`src/rtl/conv_window_addr_gen_pkg.sv`:
```
// rtl/conv_window_addr_gen_pkg.sv - shared FSM encodings, geometry defaults and width helper
package conv_window_addr_gen_pkg;

    localparam logic [1:0] ST_IDLE = 2'd0;
    localparam logic [1:0] ST_RUN  = 2'd1;
    localparam logic [1:0] ST_DONE = 2'd2;

    localparam int DEF_IMG_W = 28;
    localparam int DEF_IMG_H = 28;
    localparam int DEF_K     = 5;

    // Bits needed to hold values 0..value-1, never less than one.
    function automatic int clogb2(input int value);
        int r;
        r = 0;
        for (int v = value - 1; v > 0; v = v >> 1) r++;
        return (r < 1) ? 1 : r;
    endfunction

endpackage

```
`src/rtl/conv_window_addr_gen_if.sv`:
```
// rtl/conv_window_addr_gen_if.sv - control and address-beat bundle of the window generator
interface conv_window_addr_gen_if #(
    parameter int IA_W = 10,
    parameter int WA_W = 5
);
    logic            start;
    logic            abort;
    logic            out_valid;
    logic            out_ready;
    logic [IA_W-1:0] img_addr;
    logic [WA_W-1:0] w_addr;
    logic            win_first;
    logic            win_last;
    logic            busy;
    logic            done;

    modport master (
        input  start, abort, out_ready,
        output out_valid, img_addr, w_addr, win_first, win_last, busy, done
    );

    modport slave (
        output start, abort, out_ready,
        input  out_valid, img_addr, w_addr, win_first, win_last, busy, done
    );
endinterface

```
`src/rtl/conv_window_addr_gen_loop_counter.sv`:
```
// rtl/conv_window_addr_gen_loop_counter.sv - wrapping 0..STOP-1 counter with carry for cascading
module conv_window_addr_gen_loop_counter
    import conv_window_addr_gen_pkg::*;
#(
    parameter int STOP = 5,
    parameter int W    = clogb2(STOP)
) (
    input  logic         clk,
    input  logic         rst,
    input  logic         clr,
    input  logic         en,
    output logic [W-1:0] cnt,
    output logic         co
);
    logic [W-1:0] cnt_q;
    logic [W-1:0] cnt_d;

    // co is qualified by en so the next stage in the cascade steps only on a real wrap.
    always_comb begin
        co    = en && (cnt_q == W'(STOP - 1));
        cnt_d = cnt_q;
        if (clr)
            cnt_d = '0;
        else if (co)
            cnt_d = '0;
        else if (en)
            cnt_d = cnt_q + 1'b1;
    end

    always_ff @(posedge clk or posedge rst) begin
        if (rst)
            cnt_q <= '0;
        else
            cnt_q <= cnt_d;
    end

    assign cnt = cnt_q;

endmodule

```
`src/rtl/conv_window_addr_gen.sv`:
```
// rtl/conv_window_addr_gen.sv - sliding-window feature-map and kernel-weight address generator
module conv_window_addr_gen
    import conv_window_addr_gen_pkg::*;
#(
    parameter int IMG_W = DEF_IMG_W,
    parameter int IMG_H = DEF_IMG_H,
    parameter int K     = DEF_K
) (
    input  logic                   clk,
    input  logic                   rst,
    conv_window_addr_gen_if.master bus
);
    localparam int OUT_W = IMG_W - K + 1;
    localparam int OUT_H = IMG_H - K + 1;
    localparam int IA_W  = clogb2(IMG_W * IMG_H);
    localparam int WA_W  = clogb2(K * K);
    localparam int KC_W  = clogb2(K);
    localparam int OC_W  = clogb2(OUT_W);
    localparam int OR_W  = clogb2(OUT_H);

    logic [1:0]      state_q;
    logic [1:0]      state_d;
    logic            run;
    logic            hs;
    logic            clr;
    logic [KC_W-1:0] kcol;
    logic [KC_W-1:0] krow;
    logic [OC_W-1:0] ocol;
    logic [OR_W-1:0] orow;
    logic            kcol_co;
    logic            krow_co;
    logic            ocol_co;
    logic            orow_co;
    logic [IA_W-1:0] row_sum;
    logic [IA_W-1:0] col_sum;

    assign run = (state_q == ST_RUN);
    // abort outranks the handshake, so a beat offered in the abort cycle is not consumed.
    assign hs  = run & bus.out_ready & ~bus.abort;
    assign clr = bus.abort | (bus.start & (state_q == ST_IDLE));

    conv_window_addr_gen_loop_counter #(.STOP(K)) u_kcol (
        .clk(clk), .rst(rst), .clr(clr), .en(hs), .cnt(kcol), .co(kcol_co)
    );
    conv_window_addr_gen_loop_counter #(.STOP(K)) u_krow (
        .clk(clk), .rst(rst), .clr(clr), .en(kcol_co), .cnt(krow), .co(krow_co)
    );
    conv_window_addr_gen_loop_counter #(.STOP(OUT_W)) u_ocol (
        .clk(clk), .rst(rst), .clr(clr), .en(krow_co), .cnt(ocol), .co(ocol_co)
    );
    conv_window_addr_gen_loop_counter #(.STOP(OUT_H)) u_orow (
        .clk(clk), .rst(rst), .clr(clr), .en(ocol_co), .cnt(orow), .co(orow_co)
    );

    always_comb begin
        state_d = state_q;
        case (state_q)
            ST_IDLE: if (!bus.abort && bus.start) state_d = ST_RUN;
            ST_RUN: begin
                if (bus.abort)
                    state_d = ST_IDLE;
                else if (orow_co)
                    state_d = ST_DONE;
            end
            ST_DONE: state_d = ST_IDLE;
            default: state_d = ST_IDLE;
        endcase
    end

    always_ff @(posedge clk or posedge rst) begin
        if (rst)
            state_q <= ST_IDLE;
        else
            state_q <= state_d;
    end

    assign row_sum = IA_W'(orow) + IA_W'(krow);
    assign col_sum = IA_W'(ocol) + IA_W'(kcol);

    assign bus.img_addr  = row_sum * IA_W'(IMG_W) + col_sum;
    assign bus.w_addr    = WA_W'(krow) * WA_W'(K) + WA_W'(kcol);
    assign bus.win_first = run & (kcol == '0) & (krow == '0);
    assign bus.win_last  = run & (kcol == KC_W'(K - 1)) & (krow == KC_W'(K - 1));
    assign bus.out_valid = run;
    assign bus.busy      = (state_q != ST_IDLE);
    assign bus.done      = (state_q == ST_DONE);

endmodule
```
`src/flat_wrapper.sv`:
```
// flat-port wrapper written by rule: the top's interface ports become plain ports
module conv_window_addr_gen_flat import conv_window_addr_gen_pkg::*;
#(
    parameter int IMG_W = DEF_IMG_W,
    parameter int IMG_H = DEF_IMG_H,
    parameter int K     = DEF_K
)
  (clk, rst, bus_start, bus_abort, bus_out_ready, bus_out_valid, bus_img_addr, bus_w_addr, bus_win_first, bus_win_last, bus_busy, bus_done);
  conv_window_addr_gen_if bus_i ();
  input  logic clk;
  input  logic rst;
  input wire logic [$bits(bus_i.start)-1:0] bus_start;
  input wire logic [$bits(bus_i.abort)-1:0] bus_abort;
  input wire logic [$bits(bus_i.out_ready)-1:0] bus_out_ready;
  output wire logic [$bits(bus_i.out_valid)-1:0] bus_out_valid;
  output wire logic [$bits(bus_i.img_addr)-1:0] bus_img_addr;
  output wire logic [$bits(bus_i.w_addr)-1:0] bus_w_addr;
  output wire logic [$bits(bus_i.win_first)-1:0] bus_win_first;
  output wire logic [$bits(bus_i.win_last)-1:0] bus_win_last;
  output wire logic [$bits(bus_i.busy)-1:0] bus_busy;
  output wire logic [$bits(bus_i.done)-1:0] bus_done;
  assign bus_i.start = bus_start;
  assign bus_i.abort = bus_abort;
  assign bus_i.out_ready = bus_out_ready;
  assign bus_out_valid = bus_i.out_valid;
  assign bus_img_addr = bus_i.img_addr;
  assign bus_w_addr = bus_i.w_addr;
  assign bus_win_first = bus_i.win_first;
  assign bus_win_last = bus_i.win_last;
  assign bus_busy = bus_i.busy;
  assign bus_done = bus_i.done;
  conv_window_addr_gen #(.IMG_W(IMG_W), .IMG_H(IMG_H), .K(K)) u_core (.clk(clk), .rst(rst), .bus(bus_i));
endmodule
```
`config.mk`:
```
export PLATFORM = sky130hd
export DESIGN_NAME = conv_window_addr_gen_flat
export DESIGN_NICKNAME = d
export VERILOG_FILES = /design/src/rtl/conv_window_addr_gen_pkg.sv /design/src/rtl/conv_window_addr_gen_if.sv /design/src/rtl/conv_window_addr_gen_loop_counter.sv /design/src/rtl/conv_window_addr_gen.sv /design/src/flat_wrapper.sv
export SDC_FILE = /design/constraint.sdc
export NUM_CORES = 1
export LEC_CHECK = 0
export BUFFER_PORTS_ARGS = -buffer_cell sky130_fd_sc_hd__buf_2
export CAP_MARGIN = 15
export CORE_MARGIN = 2
export CORE_UTILIZATION = 55
export CTS_CLUSTER_DIAMETER = 40
export DETAILED_ROUTE_END_ITERATION = 10
export PLACE_DENSITY_LB_ADDON = 0.05
export REMOVE_ABC_BUFFERS = 1
export SETUP_SLACK_MARGIN = 0.2
export SLEW_MARGIN = 20
export SYNTH_ARGS = -nofsm -noshare
export SYNTH_HDL_FRONTEND = slang
export SYNTH_SLANG_ARGS = --single-unit
```
`constraint.sdc`:
```
create_clock -name clk -period 5.75 [get_ports clk]
set_clock_uncertainty 0.1 [all_clocks]
set_input_delay 0.8625 -clock clk [delete_from_list [all_inputs] [get_ports clk]]
set_output_delay 0.8625 -clock clk [all_outputs]
set_load 0.01 [all_outputs]
```
==> out/metrics.cfg, run 1 <==
[route]
vias = 1524
postRouteAntennaNets = 0
route.detailed.vias_per_inst = 5.48
wl_per_cell_um = 13.4
remaining_drcs = 0
drt_first_pass_iters = 4
drt-total-wl_um = 3720
initialDrtViolationCount = 52

[die]
starting_density_pct = 57.3
floorplan.rows = 21
die_h_um = 63.2
fp.coreArea_um2 = 3360
die_w_um = 63.2
die_area_um2 = 4000
num_io_pins = 25

[power_and_ir_drop]
p_int_w = 0.000171
cellPowerDensity_nw_per_um2 = 104
power_switching_share_pct = 23.5
power_frac_comb_pct = 7.0
worst_supply_voltage_drop_on_vdd_uv = 125
static-leakage-power_nw = 1.24
share_seq_of_total_power_pct = 57.2
pwr-share-clk_pct = 35.7
p_sw_w = 0.0000527

[timing]
setup_repair_after_global_routing_missed_its_margin = false
tightest_slew_ns = 0.694
timing.final.max_slew_violations = 0
setup_viol = 0
period_minus_slack_ns = 5.28
fin_hold_ws_ns = 0.476
hold_viol_final = 0
worst_slew_margin_rel_pct = 53.0
totalNegativeSetupSlack_ns = 0
fmax_ghz = 0.190
finalCritPeriodShare_pct = 91.8

[global_route]
grt-ovfl-total = 0
grt_max_degree = 19
first_pass_grt_wire_length_um = 6350
antenna_found_initial = 0
grt_use_total_pct = 19.4
first_global_vias = 1483

[layout]
finalNetCount = 278
layoutNonFillerInstCount = 278
final_layout_size_suffix_gt1_share_pct = 17.2
flow.area_growth_from_synthesis_pct = 12.0
filler_cell_count = 324
seq_area_um2 = 452
antennaDiodeCount = 0
area_of_the_multi_input_gates_um2 = 1400

[synthesis]
synth_warnings = 0
synth.area.top_cells = dfrtp_1 (23%), ha_1 (21%), fa_1 (7.3%), xnor2_1 (6.8%), xor2_1 (4.1%)
synthesis.instances = 205
postSynthRegisterBits = 18
synthesis.area_um2 = 1930
synth_sequential_area_ratio_pct = 23.4
synth-edff-count = 0
synth_async_sr_flop_share_pct = 100
synth_top_area_share_pct = 23.4
synth_area_leader_cell = dfrtp_1
ys.flop_type = dfrtp_1
distinct_cells_synth = 43
ys_top_cells_by_count = ha_1 (33), inv_1 (20), dfrtp_1 (18)
yosys.cell_count.top_type = ha_1
syn_area_per_cell_um2 = 9.41

[worst_setup_path]
required_ns = 4.79
critical_path.cell_chain = ha_1 > fa_1 > xor2_2 > inv_1 > fa_1 > inv_1 > ha_1 > inv_1 > fa_1 > inv_1 > ha_1 > o21ai_0 > nor2_1 > o21ai_1 > nor4b_2 > xor3_1 > buf_2
timing.critical_path.buf_inv = 5
cpMostUsedCell = inv_1
crit_path_max_incr_delay_ns = 0.49
worst_path_dominant_cell_family = adder cells
crit_type = register to output port
crit_path_max_delay_cell_type = fa_1
crit_arrival_ns = 4.31
crit_path_start_kind = register
crit_end_element = output port
crit_path_max_fanout = 6

[placement]
dp_hpwl_um = 2980
portBuffers = 24
dp.cells = 271
gp_congestion = 0.797

[clock_tree]
clock_path_buffers = 2
ctsHtreeMaxLevel = 1
clock-root-buffer = clkbuf_4
tritoncts_clock_tree = done
cts_bufs_inserted = 3
cts_num_sinks = 18
clk_latency_ns = 0.30
clk_pin_slew_worst_paths_ns = 0.11

[hold_path]
worstHoldPathType = register to register

[run]
maxCapViolCount = 0

[outcome]
run_status = finished, final reports clean

==> worst reg2reg max path: cells and delay by family, from the launching register on <==
| family | cells | cell delay, ns |
|---|---|---|
| simple gates | 2 | 0.53 |
| compound gates | 3 | 0.58 |
| fa+ha+maj | 1 | 0.25 |
| flops | 1 | 0.44 |
| buf+inv | 1 | 0.14 |
==> path summary, 6_finish.rpt <==
check                                          start              endpoint  slack (ns)  cells past startpoint
worst max-delay path            u_core.u_krow.cnt[0]       bus_img_addr[9]        0.47                     17
worst min register to register  u_core.u_orow.cnt[4]  u_core.u_orow.cnt[4]        0.48                      1
min in group asynchronous                        rst  u_core.u_krow.cnt[0]        0.54                      2
worst max register to register  u_core.u_kcol.cnt[1]  u_core.u_orow.cnt[4]        3.60                      7
worst min-delay path            u_core.u_orow.cnt[4]  u_core.u_orow.cnt[4]        0.48                      1
max in group asynchronous                        rst  u_core.u_krow.cnt[0]        4.54                      2
==> layout by cell type (no fill, tap or decap), types with 2 or more instances in the layout <==
| cell | count |
|---|---|
| buf_4 | 3 |
| o31ai_1 | 4 |
| nor2b_1 | 4 |
| a21oi_1 | 8 |
| nor2_1 | 17 |
| clkbuf_4 | 3 |
| nand2_1 | 11 |
| fa_1 | 7 |
| nor3_1 | 3 |
| xnor2_1 | 14 |
| a211oi_1 | 2 |
| o21ai_0 | 10 |
| a21o_1 | 10 |
| inv_1 | 20 |
| dfrtp_1 | 17 |
| buf_2 | 24 |
| nand3_1 | 6 |
| xor2_1 | 8 |
| ha_1 | 33 |
==> cell type report <==
cell class / count / share of cell area [%]
flip-flops and latches: 18 / 20.9
repair buffers: 27 / 6.60
well taps: 46 / 2.67
inverters: 20 / 3.48
multi-input cells: 163 / 64.7
clock buffers: 4 / 1.68
==> state kept, by name, indices dropped and copies added, names as in the netlist <==
name	count
u_core.u_ocol.cnt	5
u_core.u_krow.cnt	3
u_core.u_orow.cnt	5
u_core.state_q	2
u_core.u_kcol.cnt	3
==> power by group through the flow <==
stage	Clock [W]	Combinational (W)	Sequential (W)
6_report	0.0000801	0.0000157	0.000128
5_1_grt	0.0000869	0.0000177	0.000128
4_1_cts	0.0000809	0.0000159	0.000128
3_5_place_dp	0	0.0000158	0.000131
3_3_place_gp	0	0.0000156	0.000131
2_1_floorplan	0	0.00000992	0.000130
==> timing repair <==
| action | 4_1_cts | 5_1_grt |
|---|---|---|
| setup endpoints to repair | 1 | 1 |
| hold buffers | 0 | 0 |
| hold endpoints to repair | 0 | 0 |
| pin swaps | 1 | 3 |
| buffers inserted | 1 | 2 |
| cloned | 0 | 0 |
| resized for setup | 1 | 3 |
==> routing by layer <==
metal	GRT usage, %	vias to the layer above	wire, um
met4	4.35	0	29
met3	1.61	5	120
met5	0	-	0
met1	24.5	720	1670
li1	-	765	-
met2	35.9	34	1900
==> through the flow <==
stage	util, %	power [W]	setup WS [ns]	cell area, um2
after floorplan	-	0.000140	0.838	1900
after global placement	61.7	0.000146	0.613	2070
after detailed placement	61.7	0.000147	0.410	2070
after CTS	63.2	0.000225	0.232	2130
after global routing	64.2	0.000233	0.238	2160
final	64.2	0.000224	0.473	2160
==> kinds of logic after synthesis <==
family,count (synthesis),share of synthesized area (%)
and+or+nand+nor,55,15.4
AOI/OAI and AO/OA,42,14.4
adders and majority gates,40,28.7
xor gates and xnor gates,25,12.1
buffers and inverters,24,5.52
DFF,18,23.4
muxes,1,0.519
No activity file was read; power rests on OpenSTA's default activity.
==> run 2: changes to the inputs <==
--- a/config.mk
+++ b/config.mk
@@ -9,6 +9,7 @@
 export CAP_MARGIN = 15
 export CORE_MARGIN = 2
 export CORE_UTILIZATION = 55
+export CTS_BUF_LIST = sky130_fd_sc_hd__clkbuf_16
 export CTS_CLUSTER_DIAMETER = 40
 export DETAILED_ROUTE_END_ITERATION = 10
 export PLACE_DENSITY_LB_ADDON = 0.05
==> out/metrics.cfg, run 2 (synthesis gave the netlist of run 1 again) <==
[outcome]
run_status = finished, final reports clean  ; unchanged

[worst_setup_path]
crit_type = register to output port  ; unchanged
cpMostUsedCell = inv_1  ; unchanged
crit_path_max_fanout = 5  ; was 6
crit_path_max_incr_delay_ns = 0.49  ; about the same
flop_to_flop_setup_slack_ns = 3.62  ; was 3.60 ns
crit_path_start_kind = register  ; unchanged
critical_path.reg2reg.endpoint = u_core.u_orow.cnt[4]  ; unchanged
crit_end_element = output port  ; unchanged
crit_path_max_delay_cell_type = fa_1  ; unchanged
worst_setup_path_startpoint = u_core.u_orow.cnt[0]  ; was u_core.u_krow.cnt[0]
crit_arrival_ns = 4.37  ; was 4.31 ns
r2r-start = u_core.u_kcol.cnt[1]  ; unchanged
timing.reg2reg.worst_path_depth = 7  ; unchanged
critical_path.cell_chain = ha_1 > fa_1 > xor2_2 > inv_1 > fa_1 > inv_1 > ha_1 > inv_1 > fa_1 > inv_1 > ha_1 > o21ai_0 > nor2_1 > o21ai_1 > nor4b_2 > xor3_1 > buf_2  ; unchanged
required_ns = 4.79  ; about the same

[layout]
top_library_cells_by_usage_in_the_layout_fill_and_taps_aside = ha_1 (33), buf_2 (24), inv_1 (20)  ; unchanged
most_common_library_cell_in_the_layout_ignoring_fill_and_taps = ha_1  ; unchanged
layoutNonFillerInstCount = 277  ; was 278
final_layout_size_suffix_gt1_share_pct = 16.5  ; was 17.2%
antennaDiodeCount = 0  ; unchanged
flow.area_growth_from_synthesis_pct = 13.8  ; was 12.0%
finalNetCount = 277  ; was 278
finish.utilization_pct = 65.3  ; was 64.2%

[power_and_ir_drop]
worst_supply_voltage_drop_on_vdd_uv = 132  ; was 125 uV
cellPowerDensity_nw_per_um2 = 130  ; was 104 nW/um2
static-leakage-power_nw = 1.25  ; was 1.24 nW

[route]
remaining_drcs = 0  ; unchanged
drt-total-wl_um = 3780  ; was 3720 um
postRouteAntennaNets = 0  ; unchanged
detailroute.wirelength.met2_um = 1970  ; was 1900 um
met3WireLength_um = 94  ; was 120 um
vias = 1510  ; was 1524
detail_route.wirelength.met1_um = 1690  ; was 1670 um
initialDrtViolationCount = 25  ; was 52
drt_first_pass_iters = 4  ; unchanged
wl_per_cell_um = 13.6  ; was 13.4 um
top_layer = met4  ; unchanged
route.detailed.vias_per_inst = 5.45  ; was 5.48

[die]
die_area_um2 = 4000  ; unchanged
num_io_pins = 25  ; unchanged
floorplan.rows = 21  ; unchanged
die_w_um = 63.2  ; unchanged
fp.coreArea_um2 = 3360  ; unchanged
starting_density_pct = 57.3  ; unchanged
die_h_um = 63.2  ; unchanged

[timing]
timing.final.max_slew_violations = 0  ; unchanged
totalNegativeSetupSlack_ns = 0  ; unchanged
setup_repair_after_global_routing_missed_its_margin = false  ; unchanged
setup_viol = 0  ; unchanged
worst_slew_margin_rel_pct = 53.2  ; was 53.0%
fmax_ghz = 0.187  ; was 0.190 GHz
tightest_slew_ns = 0.693  ; was 0.694 ns
finalCritPeriodShare_pct = 92.8  ; was 91.8%
hold_viol_final = 0  ; unchanged
period_minus_slack_ns = 5.34  ; was 5.28 ns

[clock_tree]
tritoncts_clock_tree = done  ; unchanged
clock_path_buffers = 2  ; unchanged
ctsHtreeMaxLevel = 1  ; unchanged
cts_hold_buffers = 0  ; unchanged
clk_latency_ns = 0.25  ; was 0.30 ns
clock-root-buffer = clkbuf_16  ; was clkbuf_4
cts_num_sinks = 18  ; unchanged
clk_pin_slew_worst_paths_ns = 0.05  ; was 0.11 ns
cts_bufs_inserted = 3  ; unchanged

[placement]
gp_congestion = 0.797  ; unchanged
dp_hpwl_um = 2980  ; unchanged
dp.cells = 271  ; unchanged
portBuffers = 24  ; unchanged

[hold_path]
worstHoldPathType = register to register  ; unchanged
worstHoldEndpoint = u_core.u_orow.cnt[4]  ; unchanged
hp-start = u_core.u_orow.cnt[4]  ; unchanged
hold_path_depth = 1  ; unchanged

[global_route]
first_global_vias = 1510  ; was 1483
grt-ovfl-total = 0  ; unchanged
antenna_found_initial = 0  ; unchanged
grt_max_degree = 19  ; unchanged
first_pass_grt_wire_length_um = 6510  ; was 6350 um
grt_use_total_pct = 20.1  ; was 19.4%

[run]
maxCapViolCount = 0  ; unchanged

[run 2: layer usage]
| layer | vias up | global-route usage [%] |
|---|---|---|
| met5 | - | 0 |
| met4 | 0 | 5.16 |
| met3 | 2 | 2.86 |
| met2 | 23 | 36.2 |
| met1 | 721 | 25.1 |
| li1 | 764 | - |
[run 2: worst max path at each step]
stage | end
final | bus_img_addr[9]
after global routing | bus_img_addr[9]
after CTS | bus_img_addr[9]
after detailed placement | bus_img_addr[9]
after global placement | bus_img_addr[9]
after floorplan | bus_img_addr[9]
[run 2: area by class of cell]
class                      instances  area (um2)
clock inverter                     1        3.75
fill                             312        1170
multi-input combinational        163        1400
tap                               46        57.6
clock buffer                       3        75.1
sequential                        18         452
timing repair buffer              26         135
inverter                          20        75.1
[run 2: stage by stage]
step           instance area, um2  setup WS (ns)  power (W)  hold WS [ns]
5_1_grt                      2190          0.186   0.000296         0.502
2_1_floorplan                1900          0.838   0.000140         0.399
3_3_place_gp                 2070          0.613   0.000146         0.432
6_report                     2190          0.415   0.000285         0.469
4_1_cts                      2160          0.219   0.000286         0.451
3_5_place_dp                 2070          0.410   0.000147         0.440
[run 2: critical path, delay by kind of cell (launching register included)]
family,cells,cell delay (ns)
xor gates and xnor gates,2,0.52
buffers and inverters,5,0.43
AOI/OAI and AO/OA,2,0.22
and+or+nand+nor,2,0.45
adders and majority gates,6,2.09
DFF,1,0.43
[run 2: report_power, final]
| part | switching, W | total (W) | internal, W | leakage, nW |
|---|---|---|---|---|
| sequential | 0.00000103 | 0.000129 | 0.000127 | 0.248 |
| clock | 0.0000484 | 0.000141 | 0.0000925 | 0.0385 |
| combinational | 0.0000102 | 0.0000157 | 0.00000554 | 0.965 |
[run 2: what timing repair did]
item / 4_1_cts / 5_1_grt
gates resized for setup: 1 / 3
buffers inserted: 0 / 2
endpoints found under the setup margin: 1 / 1
pin swaps: 0 / 3
==> run 3: changes to the inputs <==
--- a/config.mk
+++ b/config.mk
@@ -8,7 +8,7 @@
 export BUFFER_PORTS_ARGS = -buffer_cell sky130_fd_sc_hd__buf_2
 export CAP_MARGIN = 15
 export CORE_MARGIN = 2
-export CORE_UTILIZATION = 55
+export CORE_UTILIZATION = 54
 export CTS_BUF_LIST = sky130_fd_sc_hd__clkbuf_16
 export CTS_CLUSTER_DIAMETER = 40
 export DETAILED_ROUTE_END_ITERATION = 10
==> out/metrics.cfg, run 3 (synthesis gave the netlist of run 1 again) <==
[route]
remaining_drcs = 0  ; unchanged
drt-total-wl_um = 3890  ; was 3780 um
drt_first_pass_iters = 4  ; unchanged
route.detailed.vias_per_inst = 5.50  ; was 5.45
wl_per_cell_um = 14.0  ; was 13.6 um
postRouteAntennaNets = 0  ; unchanged
vias = 1523  ; was 1510
initialDrtViolationCount = 65  ; was 25

[timing]
setup_repair_after_global_routing_missed_its_margin = false  ; unchanged
setup_viol = 0  ; unchanged
finalCritPeriodShare_pct = 91.7  ; was 92.8%
fmax_ghz = 0.190  ; was 0.187 GHz
timing.final.max_slew_violations = 0  ; unchanged
period_minus_slack_ns = 5.27  ; was 5.34 ns
hold_viol_final = 0  ; unchanged
worst_slew_margin_rel_pct = 53.4  ; was 53.2%
tightest_slew_ns = 0.689  ; was 0.693 ns
totalNegativeSetupSlack_ns = 0  ; unchanged
fin_hold_ws_ns = 0.466  ; was 0.469 ns

[placement]
place_area_um2 = 2070  ; unchanged
portBuffers = 24  ; unchanged
gp_congestion = 0.805  ; was 0.797
dp_hpwl_um = 3070  ; was 2980 um
dp.cells = 271  ; unchanged

[layout]
final_layout_size_suffix_gt1_share_pct = 16.9  ; was 16.5%
layoutNonFillerInstCount = 277  ; unchanged
most_common_library_cell_in_the_layout_ignoring_fill_and_taps = ha_1  ; unchanged
design_area_um2 = 2190  ; unchanged
finalNetCount = 277  ; unchanged
filler_cell_count = 286  ; was 312
flow.area_growth_from_synthesis_pct = 13.8  ; unchanged
top_library_cells_by_usage_in_the_layout_fill_and_taps_aside = ha_1 (33), buf_2 (24), inv_1 (20)  ; unchanged
antennaDiodeCount = 0  ; unchanged

[worst_setup_path]
crit_path_start_kind = register  ; unchanged
crit_end_element = output port  ; unchanged
crit_type = register to output port  ; unchanged
critPathCapture = bus_img_addr[9]  ; unchanged
worst_setup_path_startpoint = u_core.u_orow.cnt[1]  ; was u_core.u_orow.cnt[0]
crit_path_max_incr_delay_ns = 0.60  ; was 0.49 ns
crit_arrival_ns = 4.31  ; was 4.37 ns
critical_path.cell_chain = ha_1 > a21o_1 > a21oi_1 > xnor2_2 > fa_1 > inv_1 > fa_1 > inv_1 > ha_1 > o21ai_0 > nor2_1 > o21ai_1 > nor4b_2 > xor3_1 > buf_2  ; was ha_1 > fa_1 > xor2_2 > inv_1 > fa_1 > inv_1 > ha_1 > inv_1 > fa_1 > inv_1 > ha_1 > o21ai_0 > nor2_1 > o21ai_1 > nor4b_2 > xor3_1 > buf_2
flop_to_flop_setup_slack_ns = 3.62  ; about the same
timing.reg2reg.worst_path_depth = 7  ; unchanged
r2r-start = u_core.u_kcol.cnt[1]  ; unchanged
timing.critical_path.depth = 15  ; was 17
worst_path_dominant_cell_family = adder cells  ; unchanged
crit_path_max_fanout = 5  ; unchanged
critical_path.reg2reg.endpoint = u_core.u_orow.cnt[3]  ; was u_core.u_orow.cnt[4]
required_ns = 4.79  ; about the same
crit_path_max_delay_cell_type = fa_1  ; unchanged
timing.critical_path.buf_inv = 3  ; was 5

[clock_tree]
cts_bufs_inserted = 3  ; unchanged
clk_latency_ns = 0.24  ; was 0.25 ns
clock_path_buffers = 2  ; unchanged
tritoncts_clock_tree = done  ; unchanged
cts_hold_buffers = 0  ; unchanged
clock-root-buffer = clkbuf_16  ; unchanged
cts_num_sinks = 18  ; unchanged
ctsHtreeMaxLevel = 1  ; unchanged
clk_pin_slew_worst_paths_ns = 0.05  ; about the same

[global_route]
antenna_found_initial = 0  ; unchanged
grt_max_degree = 19  ; unchanged
grt-ovfl-total = 0  ; unchanged
first_global_vias = 1646  ; was 1510
first_pass_grt_wire_length_um = 7030  ; was 6510 um
grt_use_total_pct = 21.1  ; was 20.1%

[hold_path]
hp-start = u_core.state_q[1]  ; was u_core.u_orow.cnt[4]
worstHoldPathType = register to register  ; unchanged

[die]
die_h_um = 63.8  ; was 63.2 um
num_io_pins = 25  ; unchanged
die_area_um2 = 4060  ; was 4000 um2
floorplan.rows = 21  ; unchanged
fp.coreArea_um2 = 3390  ; was 3360 um2
starting_density_pct = 56.9  ; was 57.3%
die_w_um = 63.8  ; was 63.2 um

[outcome]
run_status = finished, final reports clean  ; unchanged

[power_and_ir_drop]
cellPowerDensity_nw_per_um2 = 128  ; was 130 nW/um2
power_frac_comb_pct = 5.7  ; was 5.5%
static-leakage-power_nw = 1.25  ; about the same
p_int_w = 0.000225  ; was 0.000226 W
power_switching_share_pct = 20.0  ; was 20.9%
post-layout-total-power_w = 0.000282  ; was 0.000285 W
pwr-share-clk_pct = 48.7  ; was 49.4%
share_seq_of_total_power_pct = 45.7  ; was 45.1%
p_sw_w = 0.0000562  ; was 0.0000596 W
worst_supply_voltage_drop_on_vdd_uv = 162  ; was 132 uV

[run]
maxCapViolCount = 0  ; unchanged

-- run 3: power by group through the flow --
stage	Combinational, W	Clock [W]	Sequential [W]
4_1_cts	0.0000161	0.000138	0.000129
5_1_grt	0.0000181	0.000146	0.000129
6_report	0.0000159	0.000137	0.000129
2_1_floorplan	0.00000992	0	0.000130
3_3_place_gp	0.0000156	0	0.000131
3_5_place_dp	0.0000159	0	0.000131
-- run 3: how the worst min path moves through the flow --
stage	endpoint	slack (ns)	depth (start not counted)
after detailed placement	u_core.state_q[0]	0.44	1
after global routing	u_core.state_q[0]	0.50	1
final	u_core.state_q[0]	0.47	1
after floorplan	u_core.state_q[0]	0.40	1
after CTS	u_core.state_q[0]	0.46	1
after global placement	u_core.state_q[0]	0.43	1
-- run 3: metal layers --
layer	share of wire [%]	vias to the layer above	GRT usage, %
met5	0	-	0
met4	0.49	0	3.26
met3	2.9	2	1.58
met2	54	30	41.6
met1	43	723	25.3
li1	-	768	-
-- run 3: timing repair --
item                                   4_1_cts  5_1_grt
gates resized for setup                      1        4
endpoints found under the hold margin        0        0
setup buffers                                0        2
pin swaps                                    0        2
cloned                                       0        0
setup endpoints to repair                    1        1
-- run 3: layout make-up --
class / instances / area (um2) / area share, %
repair buffers: 26 / 135 / 6.16
multi-input cells: 163 / 1400 / 63.6
clock inverters: 1 / 3.75 / 0.171
inverters: 20 / 75.1 / 3.42
clock buffers: 3 / 75.1 / 3.42
flip-flops and latches: 18 / 453 / 20.6
well taps: 46 / 57.6 / 2.62
-- run 3: stage by stage --
step	utilization [%]	setup WS [ns]
6_report	64.7	0.478
5_1_grt	64.7	0.214
4_1_cts	63.8	0.257
3_5_place_dp	61.2	0.445
3_3_place_gp	61.2	0.624
2_1_floorplan	-	0.838
